**config.mk**
```make
export PLATFORM = sky130hd
export DESIGN_NAME = cordic_vector_flat
export DESIGN_NICKNAME = d
export VERILOG_FILES = /design/src/rtl/cordic_vector_if.sv /design/src/rtl/cordic_vector.sv /design/src/flat_wrapper.sv
export SDC_FILE = /design/constraint.sdc
export NUM_CORES = 1
export LEC_CHECK = 0
export CORE_AREA = 2 2 162 164
export DETAILED_ROUTE_END_ITERATION = 10
export DIE_AREA = 0 0 164 166
export PLACE_DENSITY = 0.76
export SYNTH_ARGS = -nofsm -noshare
export SYNTH_HDL_FRONTEND = slang
export SYNTH_SLANG_ARGS = --single-unit
```
**constraint.sdc**
```tcl
create_clock -name clk_i -period 7.55 [get_ports clk_i]
set_input_delay 1.8875 -clock clk_i [delete_from_list [all_inputs] [get_ports clk_i]]
set_output_delay 1.8875 -clock clk_i [all_outputs]
set_load 0.05 [all_outputs]
```
**src/rtl/cordic_vector_if.sv**
```systemverilog
// Request/result bundle for the CORDIC vectoring engine.
// The master drives the operands and start; the slave returns angle, magnitude and status.
interface cordic_vector_if;
  logic               start_i;
  logic signed [15:0] x_i;
  logic signed [15:0] y_i;
  logic signed [15:0] angle_o;
  logic        [15:0] mag_o;
  logic               busy_o;
  logic               done_o;

  modport master (
    output start_i, x_i, y_i,
    input  angle_o, mag_o, busy_o, done_o
  );

  modport slave (
    input  start_i, x_i, y_i,
    output angle_o, mag_o, busy_o, done_o
  );
endinterface

```
**src/rtl/cordic_vector.sv**
```systemverilog
// Iterative CORDIC in vectoring mode: rotates (x,y) onto the x axis, one micro-rotation
// per clock, returning atan2(y,x) as a binary angle and the gain-corrected magnitude.
module cordic_vector #(
  parameter int ITER = 16
) (
  input  logic            clk_i,
  input  logic            rst_i,
  cordic_vector_if.slave  bus
);

  typedef enum logic [1:0] {
    ST_IDLE,
    ST_ITER,
    ST_SCALE
  } state_t;

  localparam logic [15:0] ATAN_TABLE [16] = '{
    16'd8192, 16'd4836, 16'd2555, 16'd1297, 16'd651, 16'd326, 16'd163, 16'd81,
    16'd41,   16'd20,   16'd10,   16'd5,    16'd3,   16'd1,   16'd1,   16'd0
  };
  localparam logic [16:0] INV_GAIN  = 17'd39797;
  localparam logic [3:0]  LAST_STEP = 4'(ITER - 1);

  state_t             state_q, state_d;
  logic signed [17:0] x_q, x_d;
  logic signed [17:0] y_q, y_d;
  logic        [15:0] z_q, z_d;
  logic        [3:0]  cnt_q, cnt_d;
  logic               zero_q, zero_d;
  logic        [15:0] angle_q, angle_d;
  logic        [15:0] mag_q, mag_d;
  logic               done_q, done_d;

  logic signed [17:0] x_ext;
  logic signed [17:0] y_ext;
  logic signed [17:0] x_shift;
  logic signed [17:0] y_shift;
  logic        [15:0] atan_step;
  logic        [16:0] x_pos;
  logic        [17:0] mag_scaled;
  logic        [15:0] mag_sat;

  assign x_ext     = {{2{bus.x_i[15]}}, bus.x_i};
  assign y_ext     = {{2{bus.y_i[15]}}, bus.y_i};
  assign x_shift   = x_q >>> cnt_q;
  assign y_shift   = y_q >>> cnt_q;
  assign atan_step = ATAN_TABLE[cnt_q];

  // x is never negative after preconditioning; clamp anyway so the multiplier stays unsigned.
  assign x_pos      = x_q[17] ? 17'd0 : x_q[16:0];
  assign mag_scaled = 18'((34'(x_pos) * 34'(INV_GAIN)) >> 16);
  assign mag_sat    = (|mag_scaled[17:16]) ? 16'hFFFF : mag_scaled[15:0];

  always_ff @(posedge clk_i) begin
    if (rst_i) begin
      state_q <= ST_IDLE;
      x_q     <= '0;
      y_q     <= '0;
      z_q     <= '0;
      cnt_q   <= '0;
      zero_q  <= 1'b0;
      angle_q <= '0;
      mag_q   <= '0;
      done_q  <= 1'b0;
    end else begin
      state_q <= state_d;
      x_q     <= x_d;
      y_q     <= y_d;
      z_q     <= z_d;
      cnt_q   <= cnt_d;
      zero_q  <= zero_d;
      angle_q <= angle_d;
      mag_q   <= mag_d;
      done_q  <= done_d;
    end
  end

  always_comb begin
    state_d = state_q;
    x_d     = x_q;
    y_d     = y_q;
    z_d     = z_q;
    cnt_d   = cnt_q;
    zero_d  = zero_q;
    angle_d = angle_q;
    mag_d   = mag_q;
    done_d  = 1'b0;

    case (state_q)
      ST_IDLE: begin
        if (bus.start_i) begin
          state_d = ST_ITER;
          cnt_d   = '0;
          // A zero vector has no defined angle; the iterations would otherwise sum the table.
          zero_d  = (bus.x_i == 16'sd0) && (bus.y_i == 16'sd0);
          if (bus.x_i[15]) begin
            x_d = -x_ext;
            y_d = -y_ext;
            z_d = 16'h8000;
          end else begin
            x_d = x_ext;
            y_d = y_ext;
            z_d = 16'h0000;
          end
        end
      end

      ST_ITER: begin
        if (!y_q[17]) begin
          x_d = x_q + y_shift;
          y_d = y_q - x_shift;
          z_d = z_q + atan_step;
        end else begin
          x_d = x_q - y_shift;
          y_d = y_q + x_shift;
          z_d = z_q - atan_step;
        end
        if (cnt_q == LAST_STEP) begin
          state_d = ST_SCALE;
        end else begin
          cnt_d = cnt_q + 4'd1;
        end
      end

      ST_SCALE: begin
        state_d = ST_IDLE;
        angle_d = zero_q ? 16'h0000 : z_q;
        mag_d   = mag_sat;
        done_d  = 1'b1;
      end

      default: begin
        state_d = ST_IDLE;
      end
    endcase
  end

  assign bus.angle_o = angle_q;
  assign bus.mag_o   = mag_q;
  assign bus.done_o  = done_q;
  assign bus.busy_o  = (state_q != ST_IDLE) || done_q;

endmodule

```
**src/flat_wrapper.sv**
```systemverilog
// flat-port wrapper written by rule: the top's interface ports become plain ports
module cordic_vector_flat 
#(
  parameter int ITER = 16
)
  (clk_i, rst_i, bus_start_i, bus_x_i, bus_y_i, bus_angle_o, bus_mag_o, bus_busy_o, bus_done_o);
  cordic_vector_if bus_i ();
  input  logic clk_i;
  input  logic rst_i;
  input wire logic [$bits(bus_i.start_i)-1:0] bus_start_i;
  input wire logic [$bits(bus_i.x_i)-1:0] bus_x_i;
  input wire logic [$bits(bus_i.y_i)-1:0] bus_y_i;
  output wire logic [$bits(bus_i.angle_o)-1:0] bus_angle_o;
  output wire logic [$bits(bus_i.mag_o)-1:0] bus_mag_o;
  output wire logic [$bits(bus_i.busy_o)-1:0] bus_busy_o;
  output wire logic [$bits(bus_i.done_o)-1:0] bus_done_o;
  assign bus_i.start_i = bus_start_i;
  assign bus_i.x_i = bus_x_i;
  assign bus_i.y_i = bus_y_i;
  assign bus_angle_o = bus_i.angle_o;
  assign bus_mag_o = bus_i.mag_o;
  assign bus_busy_o = bus_i.busy_o;
  assign bus_done_o = bus_i.done_o;
  cordic_vector #(.ITER(ITER)) u_core (.clk_i(clk_i), .rst_i(rst_i), .bus(bus_i));
endmodule
```
Word level (Yosys, flattened, before mapping):

Memory sizes are Yosys's and may differ from the RTL's.
Cells that the tools add are included.

* register bits: 92
* memory bits (read-only): 256
* input bits: 35
* output and inout port bits: 34
* word-level logic and storage cells: 65
* memories: 1

Memories
* (name not given): words 16, width 16, read ports 1, clocked after memory_dff 0, write ports 0, RTL line cordic_vector.sv:47 `assign atan_step = ATAN_TABLE[cnt_q];`

* add/subtract/negate cells: 9
* multipliers: 1
* magnitude comparators: 1
* eq/ne operators: 6
* shift-type cells: 2
* mux-type cells: 24
* bitwise logic cells: 1
* reductions and logical operators: 11

Operators with widths (count)
* $mux W16: 7
* $mux W18: 6
* $pmux W18 S2: 2
* $add A18 B18 Y18: 2
* $neg A16 Y18: 2
* $sshr A18 B4 Y18: 2
* $sub A18 B18 Y18: 2
* $mul A17 B16 Y33 const B: 1
* $logic_not A16 Y1: 2
* $pmux W16 S2: 1
* $mux W17: 1
* $add A16 B16 Y16: 1
* $sub A16 B16 Y16: 1
* $mux W4: 2
* $pmux W4 S2: 1
* $reduce_and A2 Y1: 3
* $ge A5 B5 Y1 const B: 1
* $not A4 Y5: 1
* $add A4 B1 Y4 const B: 1
* $eq A4 B4 Y1 const B: 1
* $mux W2: 2
* $ne A2 B2 Y1 const B: 2
* $pmux W2 S2: 1
* $reduce_bool A2 Y1: 2
* 8 further kinds: 8

Longest topological paths before layout:

* depth after elaboration: 7
* mapped depth: 31
* depth with buffers taken out: 26

Worst setup path before layout:

Ideal clock, no wire load.

* kind: flip-flop to flip-flop
* start: reg u_core.x_q[17]
* end: reg u_core.mag_q[0] (netlist: u_core.bus.mag_o[0])
* library setup time: 122 ps
* arrival: 7397 ps
* required time: 7428 ps
* path slack: 32 ps
* stages on the path, launching flop included: 30
* buffers on the path: 5
* clock period less this slack: 7518 ps
* cell sequence: dfxtp_1 > clkbuf_1 > buf_1 > clkbuf_1 > clkbuf_1 > nand2b_1 > fa_1 > fa_1 > inv_1 > fa_1 > inv_1 > fa_1 > inv_1 > fa_1 > inv_1 > fa_1 > inv_1 > ha_1 > a21o_1 > a21o_1 > a21o_1 > a221o_1 > a31oi_1 > o31a_1 > o21ai_1 > a21oi_1 > xnor2_1 > nor2_1 > buf_2 > a21oi_1

* longest elaborated chain between the ends: 3

RTL lines
* start: declaration: RTL line cordic_vector.sv:25 `logic signed [17:0] x_q, x_d;`
* start signal: assignment: RTL line cordic_vector.sv:57 `x_q <= '0;`
* start signal: assignment: RTL line cordic_vector.sv:67 `x_q <= x_d;`
* $mux W17: RTL line cordic_vector.sv:50 `assign x_pos = x_q[17] ? 17'd0 : x_q[16:0];`
* $mul A17 B16 Y33: RTL line cordic_vector.sv:51 `assign mag_scaled = 18'((34'(x_pos) * 34'(INV_GAIN)) >> 16);`
* $mux W16: RTL line cordic_vector.sv:52 `assign mag_sat = (|mag_scaled[17:16]) ? 16'hFFFF : mag_scaled[15:0];`
* end signal: assignment: RTL line cordic_vector.sv:73 `mag_q <= mag_d;`
* end: declaration: RTL line cordic_vector.sv:31 `logic [15:0] mag_q, mag_d;`

Every way passes these cells.
A chain may end at the register's enable or synchronous reset.

Final worst setup path:

* start: reg u_core.x_q[13]
* end: reg u_core.mag_q[5] (netlist: u_core.bus.mag_o[5])

The elaborated chain is that of the path after synthesis.

==> flow_metrics.tcl <==
set metrics [dict create \
    status "finished clean" \
    cts-htree-levels 3 \
    dp_cells 2059 \
    avgViaCountPerCell 5.99 \
    drt-pass1-iter-count 5 \
    die_area_um2 27200 \
    grt_max_degree 73 \
    cts_resized 0 \
    hold_viol_final 0 \
    synth_top_area_cell "ha_1" \
    syn_inst 1722 \
    clk_latency_ns 0.35 \
    antenna_left 0 \
    ys_types 82 \
    max_freq_mhz 142 \
    crit_required_ns 7.77 \
    final_cells 2075 \
    syn_area_per_cell_um2 8.36 \
    cts_root_buffer "clkbuf_16" \
    wire_per_inst_um 18.0 \
    fp.dieH_um 166 \
    hold_depth 2 \
    worstPathArrival_ns 7.27 \
    path_clk_slew_ns 0.07 \
    antenna_cells 0 \
    start_kind "flop" \
    area_growth_pct 8.56 \
    slew_headroom 0.413 \
    maxSlewViolCount 0 \
    grt_pass1_wl_um 61500 \
    chipWidth_um 164 \
    place.port_buffers 68 \
    initial_utilization 0.562 \
    clockBufferDepth 2 \
    post-route-min-period_ns 7.05 \
    yosys_warnings 0 \
    max_slew.worst_pin.slew_ns 0.877 \
    fin_crit_sh 0.934 \
    grt_use_total 0.281 \
    fin_area_um2 15600 \
    cts_tree "done" \
    fill_cells 2176 \
    synth_nets 2037 \
    detail_route.iter0.violations 765 \
    ys_seq_area_frac 0.128 \
    cts_setup_buffers 0 \
    synth-async-reset-ratio 0 \
    synth_area_um2 14400 \
    drv_cap 0 \
    r2r_cells 24 \
    drc 0 \
    cts_hold_buffers 0 \
    placed_cell_area_um2 15300 \
    crit_path_end_kind "flop" \
    vias 12423 \
    setup_viol 0 \
    numCtsBuffers 9 \
    io-pin-count 69 \
    core-area_um2 25600 \
    gp_congestion 0.935 \
    row_count 59 \
    clock-sinks 92 \
    timing.hold.ws_ns 0.457 \
    yosys-top-cells-area "ha_1, fa_1, dfxtp_1" \
    fin_tns_setup_ns 0 \
    wl_um 37400 \
    fin_skew_ns 0.0107 \
    drive_gt1_frac 0.0690 \
    synth_top_area_frac 0.155 \
    overflow 0 \
    hold_class "reg2reg" \
    place_hpwl_um 29600 \
    grt_setup_unrepaired "false" \
    grt_pass1_vias 11930 \
    ys_ff_latch 92 \
    path_max_fanout 14 \
    most-common-layout-cells "inv_1, ha_1, nor2_1" \
    final_common_cell "inv_1" \
    synth_flop_cell "dfxtp_1" \
    synth-edff-count 0 \
    nNetsFinal 2050 \
    path_class "reg2reg" \
    antenna_found_initial 0 \
]
## stage by stage
| stage | utilization | setup slack [ns] |
|---|---|---|
| 3_3_place_gp | 0.597 | 0.287 |
| 6_report | 0.610 | 0.498 |
| 3_5_place_dp | 0.597 | 0.00466 |
| 2_1_floorplan | - | 0.0319 |
| 5_1_grt | 0.610 | 0.0964 |
| 4_1_cts | 0.610 | 0.00558 |
## per-layer routing
metal,GRT usage,wire (um),vias up
li1,-,-,5954
met4,0.0686,672,0
met5,0,0,-
met3,0.0500,2640,47
met1,0.404,16700,6007
met2,0.439,17400,415
## worst paths after layout
path	start	to	slack, ns
max reg2reg	u_core.x_q[13]	u_core.bus.mag_o[5]	0.50
min reg2reg	u_core.bus.angle_o[11]	u_core.bus.angle_o[11]	0.46
max	u_core.x_q[13]	u_core.bus.mag_o[5]	0.50
min	u_core.bus.angle_o[11]	u_core.bus.angle_o[11]	0.46
## worst max-delay path, cell delays in order (launching register included)
cell and delay (ns):
dfxtp_1 0.51, nand2b_1 0.29, fa_1 0.58, fa_1 0.52, inv_1 0.06, fa_1 0.51, inv_1 0.05, fa_1 0.48
inv_1 0.07, fa_1 0.53, inv_1 0.05, fa_1 0.53, inv_1 0.04, ha_1 0.33, a21o_1 0.17, a21o_1 0.17
a21o_1 0.18, a221o_1 0.30, a31oi_2 0.32, o31a_1 0.27, o21ai_1 0.15, a21oi_1 0.21, xnor2_1 0.15, nor2_4 0.33
a21oi_1 0.11
## state kept, by name, summed over array words and instances, names as in the netlist
| signal | flops |
|---|---|
| u_core.x_q | 18 |
| u_core.y_q | 18 |
| u_core.bus.angle_o | 16 |
| u_core.bus.mag_o | 16 |
| u_core.z_q | 16 |
| u_core.cnt_q | 4 |
| u_core.state_q | 2 |
| u_core.bus.done_o | 1 |
| u_core.zero_q | 1 |
## synthesized netlist by cell type, types with 29 or more instances
cell,number
clkbuf_1,56
mux4_2,35
mux2i_1,29
fa_1,102
nor3_1,32
inv_1,205
dfxtp_1,92
nand2_1,110
nor2_1,162
xnor2_1,80
xor2_1,55
ha_1,178
a21oi_1,128
nor2b_1,42
o21ai_0,59
## layout make-up
class,instances,area (um2),area share
Multi-Input combinational cell,1331,11400,0.729
Sequential cell,92,1850,0.118
Timing Repair Buffer,93,863,0.0552
Inverter,208,781,0.0500
Tap cell,335,419,0.0268
Clock buffer,10,239,0.0153
Clock inverter,6,92.6,0.00592
## kinds of logic after synthesis
kind of cell,synth area share
adders and majority gates,0.297
xor gates and xnor gates,0.0821
buffers and inverters,0.0825
AOI/OAI and AO/OA,0.164
and+or+nand+nor,0.159
DFF,0.128
muxes,0.0880
Power is left out: the tool's default activity adds up to more than one toggle a clock period on the data nets, which glitch-free logic cannot reach.
